File: config.mk
export PLATFORM = sky130hd
export DESIGN_NAME = serial_adder
export DESIGN_NICKNAME = d
export VERILOG_FILES = /design/src/rtl/serial_adder.sv
export SDC_FILE = /design/constraint.sdc
export NUM_CORES = 1
export LEC_CHECK = 0
export ABC_AREA = 1
export ABC_CLOCK_PERIOD_IN_PS = 2330
export CAP_MARGIN = 40
export CELL_PAD_IN_SITES_DETAIL_PLACEMENT = 1
export CELL_PAD_IN_SITES_GLOBAL_PLACEMENT = 1
export CORE_ASPECT_RATIO = 1.2
export CORE_MARGIN = 4
export CORE_UTILIZATION = 30
export DETAILED_ROUTE_END_ITERATION = 8
export PLACE_DENSITY = 0.72
export SLEW_MARGIN = 20
export SYNTH_ARGS = -nofsm -noshare
export SYNTH_HDL_FRONTEND = slang
export SYNTH_SLANG_ARGS = --single-unit
File: constraint.sdc
create_clock -name clk -period 2.33 [get_ports clk]
set_clock_uncertainty 0.2 [all_clocks]
set_input_delay 0.699 -clock clk [delete_from_list [all_inputs] [get_ports clk]]
set_output_delay 0.699 -clock clk [all_outputs]
set_load 0.005 [all_outputs]
File: src/rtl/serial_adder.sv
// Bit-serial adder: accepts two WIDTH-bit operands plus carry-in and produces
// their sum one bit per clock, LSB first, through a full adder and a carry flop.
module serial_adder #(
    parameter int unsigned WIDTH = 8
) (
    input  logic             clk,
    input  logic             rst_n,
    input  logic             start,
    input  logic [WIDTH-1:0] a,
    input  logic [WIDTH-1:0] b,
    input  logic             cin,
    output logic             busy,
    output logic             done,
    output logic [WIDTH-1:0] sum,
    output logic             cout
);

    localparam int unsigned CW = $clog2(WIDTH);
    localparam logic [CW-1:0] LastBit = CW'(WIDTH - 1);

    typedef enum logic [1:0] {
        StIdle,
        StShift,
        StDone
    } state_e;

    state_e           state_q, state_d;
    logic [WIDTH-1:0] a_q, a_d;
    logic [WIDTH-1:0] b_q, b_d;
    logic [WIDTH-1:0] sum_q, sum_d;
    logic [CW-1:0]    cnt_q, cnt_d;
    logic             c_q, c_d;
    logic             cout_q, cout_d;
    logic             busy_q, busy_d;
    logic             done_q, done_d;
    logic             s_bit, c_next;

    always_comb begin
        state_d = state_q;
        a_d     = a_q;
        b_d     = b_q;
        sum_d   = sum_q;
        cnt_d   = cnt_q;
        c_d     = c_q;
        cout_d  = cout_q;
        busy_d  = 1'b0;
        done_d  = 1'b0;
        s_bit   = a_q[0] ^ b_q[0] ^ c_q;
        c_next  = (a_q[0] & b_q[0]) | (a_q[0] & c_q) | (b_q[0] & c_q);

        unique case (state_q)
            StIdle: begin
                if (start) begin
                    a_d     = a;
                    b_d     = b;
                    c_d     = cin;
                    cnt_d   = '0;
                    busy_d  = 1'b1;
                    state_d = StShift;
                end
            end
            StShift: begin
                // Result bits enter at the MSB so bit 0 lands at sum[0] after WIDTH shifts.
                sum_d = {s_bit, sum_q[WIDTH-1:1]};
                a_d   = a_q >> 1;
                b_d   = b_q >> 1;
                c_d   = c_next;
                cnt_d = cnt_q + CW'(1);
                if (cnt_q == LastBit) begin
                    cout_d  = c_next;
                    done_d  = 1'b1;
                    state_d = StDone;
                end else begin
                    busy_d = 1'b1;
                end
            end
            StDone: begin
                state_d = StIdle;
            end
            default: begin
                state_d = StIdle;
            end
        endcase
    end

    always_ff @(posedge clk) begin
        if (!rst_n) begin
            state_q <= StIdle;
            a_q     <= '0;
            b_q     <= '0;
            sum_q   <= '0;
            cnt_q   <= '0;
            c_q     <= 1'b0;
            cout_q  <= 1'b0;
            busy_q  <= 1'b0;
            done_q  <= 1'b0;
        end else begin
            state_q <= state_d;
            a_q     <= a_d;
            b_q     <= b_d;
            sum_q   <= sum_d;
            cnt_q   <= cnt_d;
            c_q     <= c_d;
            cout_q  <= cout_d;
            busy_q  <= busy_d;
            done_q  <= done_d;
        end
    end

    assign busy = busy_q;
    assign done = done_q;
    assign sum  = sum_q;
    assign cout = cout_q;

endmodule

==> impl_table.tex, run 1 <==
\begin{tabular}{lr}
\hline
Metric & Value \\
\hline
\multicolumn{2}{l}{\textbf{CTS}} \\
Clock tree from TritonCTS & built \\
Number of clock sinks seen by CTS & 33 \\
Hold\_buf cts & 0 \\
Root Driver & sky130\_fd\_sc\_hd\_\_clkbuf\_8 \\
Total clock buffers created by CTS & 5 \\
Number of H-tree levels & 2 \\
Post-CTS Setup Bufs & 0 \\
CTS max path bufs & 2 \\
Worst-path clk slew & 70 ps \\
Worst-Skew Late Latency & 290 ps \\
Number of gates given a new drive strength after cts & 0 \\
\multicolumn{2}{l}{\textbf{Floorplanning}} \\
Core outline area & 4970 um2 \\
Total I/O pin count & 31 \\
Horizontal extent of the die & 73.9 um \\
Die Span Y & 87.0 um \\
Effective utilization at floorplan & 31.4\% \\
Die area & 6430 um2 \\
Total number of placement rows & 28 \\
\multicolumn{2}{l}{\textbf{Logic synthesis}} \\
Number of flops mapped to enable cells by yosys & 0 \\
Prevailing post-synth register cell & sky130\_fd\_sc\_hd\_\_dfxtp\_1 \\
Leading cell types by total area after synthesis & sky130\_fd\_sc\_hd\_\_dfxtp\_1 42\%, sky130\_fd\_sc\_hd\_\_nand3\_1 11\%, sky130\_fd\_sc\_hd\_\_nand2\_1 8.9\%, sky130\_fd\_sc\_hd\_\_nor2\_1 7.9\%, sky130\_fd\_sc\_hd\_\_inv\_1 7.5\% \\
Cells after synthesis & 224 \\
Library cells used by synthesis & 19 \\
Dominant cell type by area after synthesis & sky130\_fd\_sc\_hd\_\_dfxtp\_1 \\
Summed instance area of the synthesized netlist & 1560 um2 \\
Share of the yosys chip area belonging to registers & 42.3\% \\
Total number of yosys warnings & 0 \\
Syn\_nets & 247 \\
Synthesis-stage register bit count & 33 \\
FFs w/ async S/R, synth & 0\% \\
Yosys top cell area share & 42.3\% \\
Average size of a mapped cell & 6.97 um2 \\
\multicolumn{2}{l}{\textbf{Status}} \\
Run status & finished, final reports clean \\
\multicolumn{2}{l}{\textbf{Worst setup path}} \\
Longest individual stage delay on the worst path & 510 ps \\
Arrival time of data at the critical path endpoint & 1160 ps \\
Buffering stage count on the worst path with inverters included & 1 \\
Family of cells with the greatest summed delay on the critical path & buffers and inverters \\
Worst setup EP type & output pin \\
Series of cell instances along the critical path & clkdlybuf4s50\_1 \\
Kind of launch point of the worst setup path & flip-flop \\
Path type of the worst setup path & flip-flop to output pin \\
Max Fanout on Critical Path & 3 \\
Standard cell with the maximum stage delay on the critical path & sky130\_fd\_sc\_hd\_\_clkdlybuf4s50\_1 \\
Required time at the endpoint of the critical path & 1430 ps \\
\multicolumn{2}{l}{\textbf{STA}} \\
Final worst-path cycle share & 88.3\% \\
Post-route setup slack & 274 ps \\
Post-Route Setup TNS & 0 ps \\
Setup repair after global routing missed its margin & false \\
Slew HR & 75.0\% \\
Final setup vio count & 0 \\
Transition time of the tightest slew-check pin & 374 ps \\
Hold Fails Final Rpt & 0 \\
Peak Freq & 486 MHz \\
Clock period minus worst slack & 2060 ps \\
Final count of pins violating max slew & 0 \\
\multicolumn{2}{l}{\textbf{Routing}} \\
Iteration-0 DRC Markers & 62 \\
Final wirelength & 3770 um \\
First drt pass iteration count & 4 \\
DRC violation count after routing & 0 \\
Final ANT Viol Nets & 0 \\
Per-cell routed wire length & 11.9 um \\
Per-cell via count in the routed design & 4.66 \\
Number of vias in the routed layout & 1471 \\
\multicolumn{2}{l}{\textbf{Placement}} \\
Worst-case setup slack after placement & 207 ps \\
Placed Instance Area & 1910 um2 \\
Post-detailed-placement half-perimeter wirelength & 2560 um \\
PortBufs & 30 \\
Instance count after placement with tap cells included & 308 \\
Final weighted congestion of routability-driven global placement & 0.697 \\
\multicolumn{2}{l}{\textbf{Global route}} \\
GRT overflow & 0 \\
First-pass GRT wire length & 6420 um \\
Vias in the first global route & 1452 \\
Antenna violations before repair & 0 \\
Maximum number of pins on one net before global-route repair & 36 \\
GRT Total Usage & 12.9\% \\
\multicolumn{2}{l}{\textbf{Cells and area}} \\
Utilization after layout & 40.7\% \\
Layout Nets & 278 \\
Final antenna diode count & 0 \\
Share of final-layout standard cells stronger than drive strength 1 & 8.20\% \\
Final Instance Count excl. Fillers & 316 \\
Area Overhead vs Synth & 29.6\% \\
Layout Cell Area excl Fill & 2020 um2 \\
Number of fillers in the final layout & 641 \\
\multicolumn{2}{l}{\textbf{Pwr}} \\
Lkg Pwr & 0.937 nW \\
Power Density & 690 nW/um2 \\
Peak supply drop & 0.000407 V \\
\multicolumn{2}{l}{\textbf{Run}} \\
Max-cap violations & 0 \\
\multicolumn{2}{l}{\textbf{Worst hold path}} \\
Tightest Hold Check Type & flip-flop to flip-flop \\
\hline
\end{tabular}
## power by group
group / leakage [nW] / internal, W / total [W] / switching [W]
Combinational: 0.611 / 0.000109 / 0.000222 / 0.000114
Clock: 0.0543 / 0.000320 / 0.000552 / 0.000232
Sequential: 0.273 / 0.000604 / 0.000623 / 0.0000189
Total: 0.937 / 0.00103 / 0.00140 / 0.000364
## sequential cells by signal, summed over array words and instances (netlist names)
signal	count
cnt_q	3
sum	8
done	1
c_q	1
b_q	8
a_q	8
busy	1
state_q	2
cout	1
## metrics by stage
step	hold slack [ps]	total power, W
2_1_floorplan	229	0.000774
3_3_place_gp	259	0.000858
3_5_place_dp	254	0.000861
4_1_cts	267	0.00143
5_1_grt	295	0.00148
6_report	264	0.00140
## cell families after synthesis
group	share of synthesized area, %
simple gates	36.5
buf+inv	13.5
flops	42.3
compound gates	4.81
fa+ha+maj	2.88
## placed cells by master, fill, tap and decap left out, drive strengths merged
cell type / instances
nand3: 33
clkbuf: 5
inv: 33
nor2: 35
clkinv: 1
bufinv: 1
nand2: 38
fa: 1
buf: 8
clkdlybuf4s50: 30
clkinvlp: 1
nor3: 14
ha: 2
and3: 2
nand3b: 4
dfxtp: 33
a21oi: 6
o21ai: 9
## worst register-to-register path, cell delays in order (launching register included)
cell and delay (ps):
sky130_fd_sc_hd__dfxtp_1 390, sky130_fd_sc_hd__inv_2 120, sky130_fd_sc_hd__buf_4 190, sky130_fd_sc_hd__nand2_4 290
sky130_fd_sc_hd__nand2_1 160, sky130_fd_sc_hd__and3_1 160
## path summary, 6_finish.rpt
check / start / end / slack (ps) / depth (start not counted)
worst max-delay path: sum[6] / sum[6] / 270 / 1
worst min-delay path: cnt_q[0] / cnt_q[0] / 260 / 1
worst max register to register: state_q[1] / busy / 710 / 5
worst min register to register: cnt_q[0] / cnt_q[0] / 260 / 1
## per-layer routing
layer	share of wire, %	GRT usage [%]	vias to the layer above
li1	-	-	761
met1	47	15.8	681
met2	47	20.8	22
met3	4.4	4.04	7
met4	1.6	4.94	0
met5	0	0	-
## Yosys cell counts, types with 4 or more instances
| cell | count |
|---|---|
| sky130_fd_sc_hd__buf_2 | 4 |
| sky130_fd_sc_hd__a21oi_1 | 6 |
| sky130_fd_sc_hd__buf_4 | 8 |
| sky130_fd_sc_hd__nor2_1 | 33 |
| sky130_fd_sc_hd__nand3_1 | 33 |
| sky130_fd_sc_hd__nor3_1 | 14 |
| sky130_fd_sc_hd__dfxtp_1 | 33 |
| sky130_fd_sc_hd__inv_1 | 31 |
| sky130_fd_sc_hd__nand2_1 | 37 |
| sky130_fd_sc_hd__nand3b_1 | 4 |
| sky130_fd_sc_hd__o21ai_0 | 9 |
## final cells by class
type                    count  area, um2  area share (%)
repair buffers             38        360            17.8
clock buffers               5       68.8            3.40
inverters                  33        124            6.12
clock inverters             3       46.3            2.29
multi-input cells         144        689            34.1
flip-flops and latches     33        661            32.6
well taps                  60       75.1            3.71
(Power assumes the default switching activity.)
==> run 2, diff against run 1 <==
--- a/config.mk
+++ b/config.mk
@@ -5,7 +5,6 @@
 export SDC_FILE = /design/constraint.sdc
 export NUM_CORES = 1
 export LEC_CHECK = 0
-export ABC_AREA = 1
 export ABC_CLOCK_PERIOD_IN_PS = 2330
 export CAP_MARGIN = 40
 export CELL_PAD_IN_SITES_DETAIL_PLACEMENT = 1
@@ -14,6 +13,7 @@
 export CORE_MARGIN = 4
 export CORE_UTILIZATION = 30
 export DETAILED_ROUTE_END_ITERATION = 8
+export MAX_ROUTING_LAYER = met4
 export PLACE_DENSITY = 0.72
 export SLEW_MARGIN = 20
 export SYNTH_ARGS = -nofsm -noshare
==> run 2 against run 1 <==
Compared with the run above: first-iteration DRC count is 18% lower; design area shrank 13%; sequential share of layout area rose by 4.9 points; sequential power is 2% lower; area after synthesis decreased by 14%; critical path depth unchanged; clock power shrank 24%; hold slack better by 3.6 ps; wire length is 10% lower; synthesized cell count decreased by 28%.
==> impl_table.tex, run 2 <==
\begin{tabular}{lr}
\hline
Metric & Value \\
\hline
\multicolumn{2}{l}{\textbf{Logic synthesis}} \\
Most used standard cells in the synthesized netlist & 48 x sky130\_fd\_sc\_hd\_\_nand2\_1, 33 x sky130\_fd\_sc\_hd\_\_dfxtp\_1, 15 x sky130\_fd\_sc\_hd\_\_a31oi\_1 \\
Average size of a mapped cell & 8.36 um2 \\
Total number of yosys warnings & 0 \\
Dominant cell type by area after synthesis & sky130\_fd\_sc\_hd\_\_dfxtp\_1 \\
Synthesis-stage register bit count & 33 \\
FFs w/ async S/R, synth & 0\% \\
Share of the yosys chip area belonging to registers & 49.1\% \\
Syn\_nets & 184 \\
Leading cell types by total area after synthesis & sky130\_fd\_sc\_hd\_\_dfxtp\_1 49\%, sky130\_fd\_sc\_hd\_\_nand2\_1 13\%, sky130\_fd\_sc\_hd\_\_a31oi\_1 7.0\%, sky130\_fd\_sc\_hd\_\_a21oi\_1 5.2\%, sky130\_fd\_sc\_hd\_\_buf\_6 5.0\% \\
Yosys top cell area share & 49.1\% \\
Library cells used by synthesis & 22 \\
Prevailing post-synth register cell & sky130\_fd\_sc\_hd\_\_dfxtp\_1 \\
Summed instance area of the synthesized netlist & 1350 um2 \\
Most used standard cell by instance count after synthesis & sky130\_fd\_sc\_hd\_\_nand2\_1 \\
Cells after synthesis & 161 \\
Number of flops mapped to enable cells by yosys & 0 \\
\multicolumn{2}{l}{\textbf{Placement}} \\
PortBufs & 30 \\
Instance count after placement with tap cells included & 241 \\
Final weighted congestion of routability-driven global placement & 0.751 \\
Post-detailed-placement half-perimeter wirelength & 2510 um \\
Placed Instance Area & 1670 um2 \\
Worst-case setup slack after placement & 196 ps \\
\multicolumn{2}{l}{\textbf{Floorplanning}} \\
Horizontal extent of the die & 69.2 um \\
Core outline area & 4290 um2 \\
Die area & 5630 um2 \\
Effective utilization at floorplan & 31.4\% \\
Die Span Y & 81.4 um \\
Total number of placement rows & 26 \\
Total I/O pin count & 31 \\
\multicolumn{2}{l}{\textbf{Worst setup path}} \\
Kind of launch point of the worst setup path & flip-flop \\
Path type of the worst setup path & flip-flop to output pin \\
Family of cells with the greatest summed delay on the critical path & buffers and inverters \\
Buffering stage count on the worst path with inverters included & 1 \\
Max Fanout on Critical Path & 3 \\
CP startpoint & sum[6] \\
Number of gates on the worst path with buffers counted & 1 \\
Arrival time of data at the critical path endpoint & 1150 ps \\
Register-to-Register Setup Slack & 630 ps \\
Standard cell with the maximum stage delay on the critical path & sky130\_fd\_sc\_hd\_\_clkdlybuf4s50\_1 \\
Worst reg2reg path endpoint & a\_q[0] \\
Startpoint of the worst register-to-register path & state\_q[1] \\
Number of cells traversed by the worst register-to-register path & 4 \\
Required time at the endpoint of the critical path & 1430 ps \\
End point of the critical path & sum[6] \\
Longest individual stage delay on the worst path & 520 ps \\
Worst setup EP type & output pin \\
Series of cell instances along the critical path & clkdlybuf4s50\_1 \\
\multicolumn{2}{l}{\textbf{CTS}} \\
Worst-Skew Late Latency & 280 ps \\
Clock tree from TritonCTS & built \\
Post-CTS Setup Bufs & 0 \\
Number of clock sinks seen by CTS & 33 \\
Root Driver & sky130\_fd\_sc\_hd\_\_clkbuf\_8 \\
Total clock buffers created by CTS & 5 \\
Worst-path clk slew & 60 ps \\
Number of H-tree levels & 2 \\
Hold\_buf cts & 0 \\
CTS max path bufs & 2 \\
Number of gates given a new drive strength after cts & 0 \\
\multicolumn{2}{l}{\textbf{Cells and area}} \\
Layout Cell Area excl Fill & 1760 um2 \\
Share of final-layout standard cells stronger than drive strength 1 & 6.77\% \\
Most common cell after layout, fill and taps aside & sky130\_fd\_sc\_hd\_\_nand2\_1 \\
Area Overhead vs Synth & 30.8\% \\
Final Instance Count excl. Fillers & 248 \\
Final antenna diode count & 0 \\
Layout Nets & 215 \\
Commonest non-fill, non-tap cells in the layout & 48 x sky130\_fd\_sc\_hd\_\_nand2\_1, 33 x sky130\_fd\_sc\_hd\_\_dfxtp\_1, 30 x sky130\_fd\_sc\_hd\_\_clkdlybuf4s50\_1 \\
\multicolumn{2}{l}{\textbf{STA}} \\
Transition time of the tightest slew-check pin & 515 ps \\
Final setup vio count & 0 \\
Peak Freq & 488 MHz \\
Final worst-path cycle share & 88.0\% \\
Hold Fails Final Rpt & 0 \\
Post-Route Setup TNS & 0 ps \\
Final count of pins violating max slew & 0 \\
Slew HR & 65.7\% \\
Setup repair after global routing missed its margin & false \\
Clock period minus worst slack & 2050 ps \\
Post-route setup slack & 280 ps \\
\multicolumn{2}{l}{\textbf{Routing}} \\
Per-cell via count in the routed design & 4.98 \\
Final ANT Viol Nets & 0 \\
Iteration-0 DRC Markers & 51 \\
Final wirelength & 3390 um \\
Number of vias in the routed layout & 1236 \\
First drt pass iteration count & 4 \\
Per-cell routed wire length & 13.7 um \\
DRC violation count after routing & 0 \\
\multicolumn{2}{l}{\textbf{Global route}} \\
Vias in the first global route & 1278 \\
Antenna violations before repair & 0 \\
GRT overflow & 0 \\
GRT Total Usage & 13.2\% \\
Maximum number of pins on one net before global-route repair & 25 \\
First-pass GRT wire length & 5750 um \\
\multicolumn{2}{l}{\textbf{Worst hold path}} \\
Tightest Hold Check Type & flip-flop to flip-flop \\
\multicolumn{2}{l}{\textbf{Pwr}} \\
Power Density & 669 nW/um2 \\
Peak supply drop & 0.000255 V \\
Lkg Pwr & 0.634 nW \\
\multicolumn{2}{l}{\textbf{Run}} \\
Max-cap violations & 0 \\
\multicolumn{2}{l}{\textbf{Status}} \\
Run status & finished, final reports clean \\
\hline
\end{tabular}
-- run 2: where the power goes --
group / internal [W] / total (W) / switching, W
logic: 0.0000717 / 0.000143 / 0.0000712
clock network: 0.000234 / 0.000422 / 0.000188
registers: 0.000595 / 0.000613 / 0.0000181
-- run 2: stage by stage --
| step | hold slack [ps] | utilization, % | power (W) |
|---|---|---|---|
| 6_report | 267 | 41.0 | 0.00118 |
| 5_1_grt | 297 | 41.0 | 0.00124 |
| 4_1_cts | 276 | 41.0 | 0.00120 |
| 3_5_place_dp | 267 | 39.0 | 0.000769 |
| 3_3_place_gp | 243 | 39.0 | 0.000760 |
| 2_1_floorplan | 245 | - | 0.000708 |
-- run 2: cells by family (layout without fill, tap and decap cells) --
kind of cell | after synthesis | count (layout) | share of synthesized area [%]
AOI/OAI and AO/OA | 49 | 49 | 20.2
adders and majority gates | 3 | 3 | 3.35
buffers and inverters | 14 | 45 | 7.99
DFF | 33 | 33 | 49.1
and+or+nand+nor | 62 | 62 | 19.4
-- run 2: worst min path at each step --
stage                     startpoint     end  slack (ps)  depth (start not counted)
final                         sum[0]  sum[0]         270                          2
after CTS                     sum[4]  sum[4]         280                          2
after global placement        sum[0]  sum[0]         240                          2
after floorplan               a_q[1]  a_q[1]         240                          2
after detailed placement      sum[4]  sum[3]         270                          2
after global routing          sum[0]  sum[0]         300                          2
-- run 2: layout make-up --
cell class                 instances  area [um2]
fill                             541        2530
sequential                        33         661
multi-input combinational        114         578
timing repair buffer              36         358
clock buffer                       7        86.3
tap                               56        70.1
inverter                           2        7.51
-- run 2: metal layers --
layer	vias up	GRT usage (%)	wire [um]
met5	-	-	0
met3	7	4.21	164
met2	28	24.9	1830
li1	612	-	-
met1	589	12.6	1340
met4	0	5.08	52
-- run 2: tightest hold or removal path: stages, from the launching register on --
cell and delay, ps:
sky130_fd_sc_hd__dfxtp_1 310, sky130_fd_sc_hd__nand2_1 60, sky130_fd_sc_hd__a21oi_1 60
==> run 3, diff against run 2 <==
--- a/config.mk
+++ b/config.mk
@@ -5,7 +5,6 @@
 export SDC_FILE = /design/constraint.sdc
 export NUM_CORES = 1
 export LEC_CHECK = 0
-export ABC_CLOCK_PERIOD_IN_PS = 2330
 export CAP_MARGIN = 40
 export CELL_PAD_IN_SITES_DETAIL_PLACEMENT = 1
 export CELL_PAD_IN_SITES_GLOBAL_PLACEMENT = 1
==> results of run 3 <==
Final layout, timing and power as in run 2 (identical DEF).
